[src/rtl/multicycle_controller.sv]
// Main control FSM for the multi-cycle RV32I core (lw, sw, R-type, I-type ALU, beq, jal).
// Drives the shared datapath selects and a req/ready memory handshake with a wait timeout.
module multicycle_controller #(
    parameter int unsigned MEM_TIMEOUT = 255,
    parameter int unsigned CNT_W       = 16
) (
    input  logic       clk,
    input  logic       reset,
    input  logic [6:0] op,
    input  logic [2:0] funct3,
    input  logic       funct7b5,
    input  logic       zero,
    input  logic       mem_ready,
    output logic       mem_req,
    output logic       mem_write,
    output logic       adr_src,
    output logic       ir_write,
    output logic       pc_write,
    output logic       reg_write,
    output logic [1:0] result_src,
    output logic [1:0] alu_src_a,
    output logic [1:0] alu_src_b,
    output logic [2:0] alu_control,
    output logic [1:0] imm_src,
    output logic       illegal,
    output logic       bus_error,
    output logic [3:0] state
);

    typedef enum logic [3:0] {
        S_FETCH    = 4'd0,
        S_DECODE   = 4'd1,
        S_MEMADR   = 4'd2,
        S_MEMREAD  = 4'd3,
        S_MEMWB    = 4'd4,
        S_MEMWRITE = 4'd5,
        S_EXECR    = 4'd6,
        S_EXECI    = 4'd7,
        S_ALUWB    = 4'd8,
        S_BEQ      = 4'd9,
        S_JAL      = 4'd10
    } state_t;

    localparam logic [6:0] OP_LW    = 7'b0000011;
    localparam logic [6:0] OP_SW    = 7'b0100011;
    localparam logic [6:0] OP_RTYPE = 7'b0110011;
    localparam logic [6:0] OP_ITYPE = 7'b0010011;
    localparam logic [6:0] OP_BEQ   = 7'b1100011;
    localparam logic [6:0] OP_JAL   = 7'b1101111;

    state_t           state_q, state_d;
    logic [CNT_W-1:0] cnt_q, cnt_d;
    logic             illegal_q, illegal_d;
    logic             bus_error_q, bus_error_d;

    logic [2:0] alu_dec;
    logic       alu_ok;
    logic       mem_state;
    logic       timeout;

    logic mem_req_c, mem_write_c, ir_write_c, pc_write_c, reg_write_c;

    // ALU operation decode from funct3 (I-type never subtracts)
    always_comb begin
        alu_dec = 3'b000;
        alu_ok  = 1'b1;
        case (funct3)
            3'b000:  alu_dec = (op[5] & funct7b5) ? 3'b001 : 3'b000;
            3'b010:  alu_dec = 3'b101;
            3'b110:  alu_dec = 3'b011;
            3'b111:  alu_dec = 3'b010;
            default: alu_ok  = 1'b0;
        endcase
    end

    // Immediate format follows op in every state
    always_comb begin
        imm_src = 2'b00;
        case (op)
            OP_SW:   imm_src = 2'b01;
            OP_BEQ:  imm_src = 2'b10;
            OP_JAL:  imm_src = 2'b11;
            default: imm_src = 2'b00;
        endcase
    end

    // Wait counter: counts stalled memory cycles, clears on any state change or timeout retry
    always_comb begin
        mem_state = (state_q == S_FETCH) || (state_q == S_MEMREAD) || (state_q == S_MEMWRITE);
        timeout   = mem_state && !mem_ready && (cnt_q == CNT_W'(MEM_TIMEOUT - 1));
        cnt_d     = (mem_state && !mem_ready && !timeout) ? cnt_q + CNT_W'(1) : '0;
    end

    // Next-state and Moore outputs; write strobes gated by mem_ready/zero
    always_comb begin
        state_d     = state_q;
        illegal_d   = illegal_q;
        bus_error_d = bus_error_q | timeout;
        mem_req_c   = 1'b0;
        mem_write_c = 1'b0;
        adr_src     = 1'b0;
        ir_write_c  = 1'b0;
        pc_write_c  = 1'b0;
        reg_write_c = 1'b0;
        result_src  = 2'b00;
        alu_src_a   = 2'b00;
        alu_src_b   = 2'b00;
        alu_control = 3'b000;
        case (state_q)
            S_FETCH: begin
                mem_req_c  = 1'b1;
                alu_src_b  = 2'b10;
                result_src = 2'b10;
                ir_write_c = mem_ready;
                pc_write_c = mem_ready;
                if (mem_ready) state_d = S_DECODE;
            end
            S_DECODE: begin
                alu_src_a = 2'b01;
                alu_src_b = 2'b01;
                case (op)
                    OP_LW, OP_SW: state_d = S_MEMADR;
                    OP_RTYPE:     state_d = S_EXECR;
                    OP_ITYPE:     state_d = S_EXECI;
                    OP_BEQ:       state_d = S_BEQ;
                    OP_JAL:       state_d = S_JAL;
                    default: begin
                        state_d   = S_FETCH;
                        illegal_d = 1'b1;
                    end
                endcase
            end
            S_MEMADR: begin
                alu_src_a = 2'b10;
                alu_src_b = 2'b01;
                state_d   = op[5] ? S_MEMWRITE : S_MEMREAD;
            end
            S_MEMREAD: begin
                mem_req_c = 1'b1;
                adr_src   = 1'b1;
                if (mem_ready)    state_d = S_MEMWB;
                else if (timeout) state_d = S_FETCH;
            end
            S_MEMWB: begin
                result_src  = 2'b01;
                reg_write_c = 1'b1;
                state_d     = S_FETCH;
            end
            S_MEMWRITE: begin
                mem_req_c   = 1'b1;
                mem_write_c = 1'b1;
                adr_src     = 1'b1;
                if (mem_ready || timeout) state_d = S_FETCH;
            end
            S_EXECR, S_EXECI: begin
                alu_src_a   = 2'b10;
                alu_src_b   = (state_q == S_EXECI) ? 2'b01 : 2'b00;
                alu_control = alu_dec;
                if (alu_ok) begin
                    state_d = S_ALUWB;
                end else begin
                    state_d   = S_FETCH;
                    illegal_d = 1'b1;
                end
            end
            S_ALUWB: begin
                reg_write_c = 1'b1;
                state_d     = S_FETCH;
            end
            S_BEQ: begin
                alu_src_a   = 2'b10;
                alu_control = 3'b001;
                state_d     = S_FETCH;
                if (funct3 == 3'b000) pc_write_c = zero;
                else                  illegal_d  = 1'b1;
            end
            S_JAL: begin
                alu_src_a  = 2'b01;
                alu_src_b  = 2'b10;
                pc_write_c = 1'b1;
                state_d    = S_ALUWB;
            end
            default: state_d = S_FETCH;
        endcase
    end

    // State, wait counter and sticky error flags
    always_ff @(posedge clk or negedge reset) begin
        if (!reset) begin
            state_q     <= S_FETCH;
            cnt_q       <= '0;
            illegal_q   <= 1'b0;
            bus_error_q <= 1'b0;
        end else begin
            state_q     <= state_d;
            cnt_q       <= cnt_d;
            illegal_q   <= illegal_d;
            bus_error_q <= bus_error_d;
        end
    end

    // Strobes are masked by reset directly so an access aborts the moment reset asserts
    assign mem_req   = mem_req_c   & reset;
    assign mem_write = mem_write_c & reset;
    assign ir_write  = ir_write_c  & reset;
    assign pc_write  = pc_write_c  & reset;
    assign reg_write = reg_write_c & reset;
    assign illegal   = illegal_q;
    assign bus_error = bus_error_q;
    assign state     = state_q;

endmodule

[config.mk]
export PLATFORM = sky130hd
export DESIGN_NAME = multicycle_controller
export DESIGN_NICKNAME = d
export VERILOG_FILES = /design/src/rtl/multicycle_controller.sv
export SDC_FILE = /design/constraint.sdc
export NUM_CORES = 1
export LEC_CHECK = 0
export CAP_MARGIN = 25
export CELL_PAD_IN_SITES_DETAIL_PLACEMENT = 1
export CELL_PAD_IN_SITES_GLOBAL_PLACEMENT = 1
export CORE_UTILIZATION = 39
export DETAILED_ROUTE_END_ITERATION = 6
export PLACE_DENSITY = 0.95
export SLEW_MARGIN = 20
export SYNTH_ARGS = -nofsm -noshare
export SYNTH_HDL_FRONTEND = slang
export SYNTH_SLANG_ARGS = --single-unit
[constraint.sdc]
create_clock -name clk -period 3.1 [get_ports clk]
set_input_delay 0.31 -clock clk [delete_from_list [all_inputs] [get_ports clk]]
set_output_delay 0.31 -clock clk [all_outputs]
set_load 0.05 [all_outputs]
### Yosys cells after proc, flatten, opt, wreduce, memory -nomap -nowiden

Cells that the tools add are included.

| storage, ports and cells | value |
|---|---|
| bits in registers | 22 |
| input port bits | 15 |
| output and inout bits | 23 |

| cells by class | value |
|---|---|
| bitwise logic cells | 7 |
| mux-type cells | 29 |
| reduce and logical (&&, ||, !) cells | 24 |
| add/subtract/negate cells | 1 |
| eq/ne operators | 26 |

Operators by type and width:

| cell | count |
|---|---|
| $pmux 4 s7 | 1 |
| $mux 4 | 5 |
| $pmux 4 s5 | 1 |
| $add 16x1->16 const B | 1 |
| $eq 16x8->1 const B | 1 |
| $eq 4x3->1 const B | 4 |
| $mux 16 | 1 |
| $eq 7x6->1 const B | 2 |
| $eq 7x7->1 const B | 2 |
| $reduce_or 2->1 | 7 |
| $eq 4x4->1 const B | 3 |
| $mux 1 | 12 |
| $pmux 2 s3 | 2 |
| $pmux 3 s4 | 1 |
| $eq 4x2->1 const B | 2 |
| $ne 2x2->1 const B | 4 |
| $pmux 2 s2 | 2 |
| $reduce_or 4->1 | 2 |
| $eq 7x2->1 const B | 1 |
| $eq 7x5->1 const B | 1 |
| $and 1x1->1 | 6 |
| $eq 3x3->1 const B | 2 |
| $pmux 1 s3 | 2 |
| $pmux 3 s2 | 1 |
| other kinds (16) | 21 |

### Longest topological paths before layout

| logic depth | value |
|---|---|
| word-level depth | 8 |
| depth in mapped cells | 8 |

### Least setup slack after synthesis

Ideal clock, no wire load.

| timing | value |
|---|---|
| path kind | flip-flop to output port |
| start | reg state_q[3], in the netlist state[3] |
| end | out reg_write |
| stages on the path, launching flop included | 4 |
| arrival time | 3.536 ns |
| slack | -0.746 ns |
| path through | dfrtp_1 -> buf_2 -> nand2_1 -> a2111oi_0 |

| between the ends | value |
|---|---|
| longest elaborated chain between the ends | 4 |

RTL lines:

| item | line | source |
|---|---|---|
| start: declaration | 51 | `state_t state_q, state_d;` |
| start signal: assignment | 195 | `state_q <= state_d;` |
| $eq 4x4->1 / $eq 4x3->1 (equally long branches) | 109 | `case (state_q)` |
| $reduce_or 2->1 (no source line) (*) | - |  |
| $mux 1 (*) | 109 |  |
| $and 1x1->1 (*) | 207 | `assign reg_write = reg_write_c & reset;` |
| end: declaration | 19 | `output logic reg_write,` |

Every way passes the cells marked *; elsewhere a longest branch is shown, timed or not.

### Worst setup path after layout

| timing | value |
|---|---|
| start | reg state_q[1], in the netlist state[1] |
| end | out alu_control[2] |

| between the ends | value |
|---|---|
| longest elaborated chain between the ends | 3 |

RTL lines:

| item | line | source |
|---|---|---|
| $eq 4x3->1 | 109 |  |
| $reduce_or 2->1 | 109 |  |
| $pmux 3 s2 (*) | 109 |  |
| end: declaration | 23 | `output logic [2:0] alu_control,` |

Marked as above.

==> flow_metrics.env <==
export IMPL_design_core_area_um2=3660
export IMPL_powerDensity_nw_per_um2=554
export IMPL_fin_cells=257
export IMPL_setup_tns_ns=0
export IMPL_syn_area_um2=1490
export IMPL_drt_first_iter_violations=44
export IMPL_avgRoutedWirePerCell_um=16.0
export IMPL_die_area_um2=4080
export IMPL_postSynthCellCount=173
export IMPL_maxCapViolations=0
export IMPL_design_power_total_mw=1.09
export IMPL_grt_max_degree=25
export IMPL_synth_warnings=0
export IMPL_slew_viol_final=0
export IMPL_finalSetupViolCount=0
export IMPL_yosysTopAreaCell="dfrtp_1"
export IMPL_grt_total_usage=0.213
export IMPL_num_nets_final=227
export IMPL_cp_arrival_ns=2.45
export IMPL_cts_buffer_depth=2
export IMPL_cts_repair_resized=0
export IMPL_antennaDiodeCount=0
export IMPL_dp_cells=253
export IMPL_drc=0
export IMPL_n_fill_cell=421
export IMPL_required_ns=2.79
export IMPL_crit_fanout=19
export IMPL_end_kind="output pin"
export IMPL_std_cell_rows=22
export IMPL_grt_pass1_wl_um=6780
export IMPL_hpwl_um=3070
export IMPL_die_w_um=63.9
export IMPL_synth_ff_type="dfrtp_1"
export IMPL_worst_skew_pair_late_latency_ns=0.27
export IMPL_drive_gt1_frac=0.0909
export IMPL_regArea_um2=551
export IMPL_grt_antenna_before_repair=0
export IMPL_async_reset_ff_frac=1.00
export IMPL_detail_route_first_pass_iterations=4
export IMPL_port_buffers=37
export IMPL_drtAntennaViolNets=0
export IMPL_initial_core_util=0.408
export IMPL_period_share=0.889
export IMPL_min_path_type="primary input to async pin"
export IMPL_cp_start_kind="flop"
export IMPL_yosysUniqueCellTypes=47
export IMPL_synth_area_top_cells="dfrtp_1, xnor2_1, nor2_1"
export IMPL_relSlewSlack=0.499
export IMPL_fmax_mhz=363
export IMPL_rsz0062_at_grt="no"
export IMPL_cts_tree="yes"
export IMPL_r2r_cells=6
export IMPL_cts_max_level=1
export IMPL_worstMarginPinSlew_ns=0.752
export IMPL_clk_pin_slew_ns=0.08
export IMPL_syn_num_nets=190
export IMPL_cts_made_buffers=3
export IMPL_vias=1418
export IMPL_die_h_um=63.9
export IMPL_ys_seq_area_frac=0.369
export IMPL_routabilityCongestion=0.788
export IMPL_power_leakage_nw=0.757
export IMPL_yosys_top_cells_count="nor2_1, dfrtp_1, nand2_1, nor3_1, xnor2_1"
export IMPL_r2r_start="cnt_q[0]$_DFF_PN0_"
export IMPL_yosysMostFrequentCell="nor2_1"
export IMPL_synth_top_cell_area_share=0.369
export IMPL_cts_hold_buf=0
export IMPL_min_period_ns=2.76
export IMPL_finalClockSkew_ns=0.00773
export IMPL_via_per_inst=5.52
export IMPL_timing_rr_end="state[2]$_DFFE_PN0P_"
export IMPL_io_pins=38
export IMPL_peakVddDrop_uv=534
export IMPL_root_buffer="clkbuf_8"
export IMPL_grt_ovfl_total=0
export IMPL_grt_pass1_vias=1381
export IMPL_ys_seq_elements=22
export IMPL_synth_edff_count=0
export IMPL_routed_wl_um=4110
export IMPL_outcome="complete, no violations"
export IMPL_multi_input_area_um2=863
export IMPL_area_growth_pct=32.4
export IMPL_rrSetupSlack_ns=0.86
export IMPL_criticalPathCategory="flop to output pin"
export IMPL_hold_viol=0
export IMPL_avgSynthCellArea_um2=8.63
export IMPL_postCtsSetupBuffers=0
export IMPL_clock_sinks=22
==> power breakdown <==
| group | internal (mW) | total, mW | switching [mW] |
|---|---|---|---|
| logic | 0.196 | 0.540 | 0.344 |
| registers | 0.304 | 0.348 | 0.0439 |
| clock network | 0.113 | 0.207 | 0.0938 |
| total | 0.613 | 1.09 | 0.482 |
==> worst max-delay path: stages (launching register included) <==
cell	delay (ns)
dfrtp_1	0.76
nand2b_1	0.16
nor2_1	0.20
nand2_1	0.09
nor3_1	0.13
clkdlybuf4s50_1	0.83
==> worst max path at each step <==
stage | start | end | slack (ns) | cells after the start
floorplan | state[3]$_DFFE_PN0P_ | reg_write | -0.1 | 3
global placement | op[3] | imm_src[0] | 0.59 | 4
detailed placement | op[3] | imm_src[0] | 0.55 | 4
CTS | state[1]$_DFFE_PN0P_ | alu_control[2] | 0.33 | 5
global route | state[1]$_DFFE_PN0P_ | alu_control[2] | 0.13 | 5
finish | state[1]$_DFFE_PN0P_ | alu_control[2] | 0.34 | 5
==> per-stage QoR <==
stage / hold WS [ns] / setup WS [ns] / area [um2] / utilization
after floorplan: 0.0144 / -0.0974 / 1500 / -
after global placement: 0.441 / 0.594 / 1920 / 0.525
after detailed placement: 0.445 / 0.550 / 1920 / 0.525
after CTS: 0.444 / 0.330 / 1980 / 0.540
after global routing: 0.478 / 0.128 / 1980 / 0.540
final: 0.427 / 0.345 / 1980 / 0.540
==> area by class of cell <==
type | instances | area share
clock buffer | 4 | 0.0278
inverter | 8 | 0.0152
multi-input combinational | 135 | 0.437
sequential | 22 | 0.278
tap | 48 | 0.0304
timing repair buffer | 40 | 0.211
==> logic make-up after synthesis <==
family / share of synthesized area
AOI/OAI and AO/OA: 0.123
and+or+nand+nor: 0.321
DFF: 0.369
buffers and inverters: 0.0578
xor gates and xnor gates: 0.106
adders and majority gates: 0.0168
muxes: 0.00671
==> per-layer routing <==
layer	global-route usage	routed length, um
met4	0.0739	63
met3	0.0411	184
met5	0	0
met2	0.338	1950
met1	0.288	1910
==> state kept, by name, summed over array words and instances, names as in the netlist <==
register   count
cnt_q         16
state          4
bus_error      1
illegal        1
==> cell usage in the layout, fill, tap and decap left out, drive strengths merged, types with 3 or more instances in the layout <==
| cell type | Yosys | routed |
|---|---|---|
| nand4 | 6 | 6 |
| nand2b | 5 | 5 |
| nand3 | 7 | 7 |
| clkdlybuf4s50 | 0 | 32 |
| o21ai | 4 | 4 |
| inv | 8 | 8 |
| xnor2 | 11 | 11 |
| nor2 | 26 | 26 |
| clkbuf | 1 | 4 |
| o22ai | 3 | 3 |
| dfrtp | 22 | 22 |
| nor3 | 12 | 12 |
| nand2 | 12 | 12 |
| xor2 | 7 | 7 |
| nor4 | 5 | 5 |
| buf | 7 | 8 |
Power figures use the tool's default switching activity.
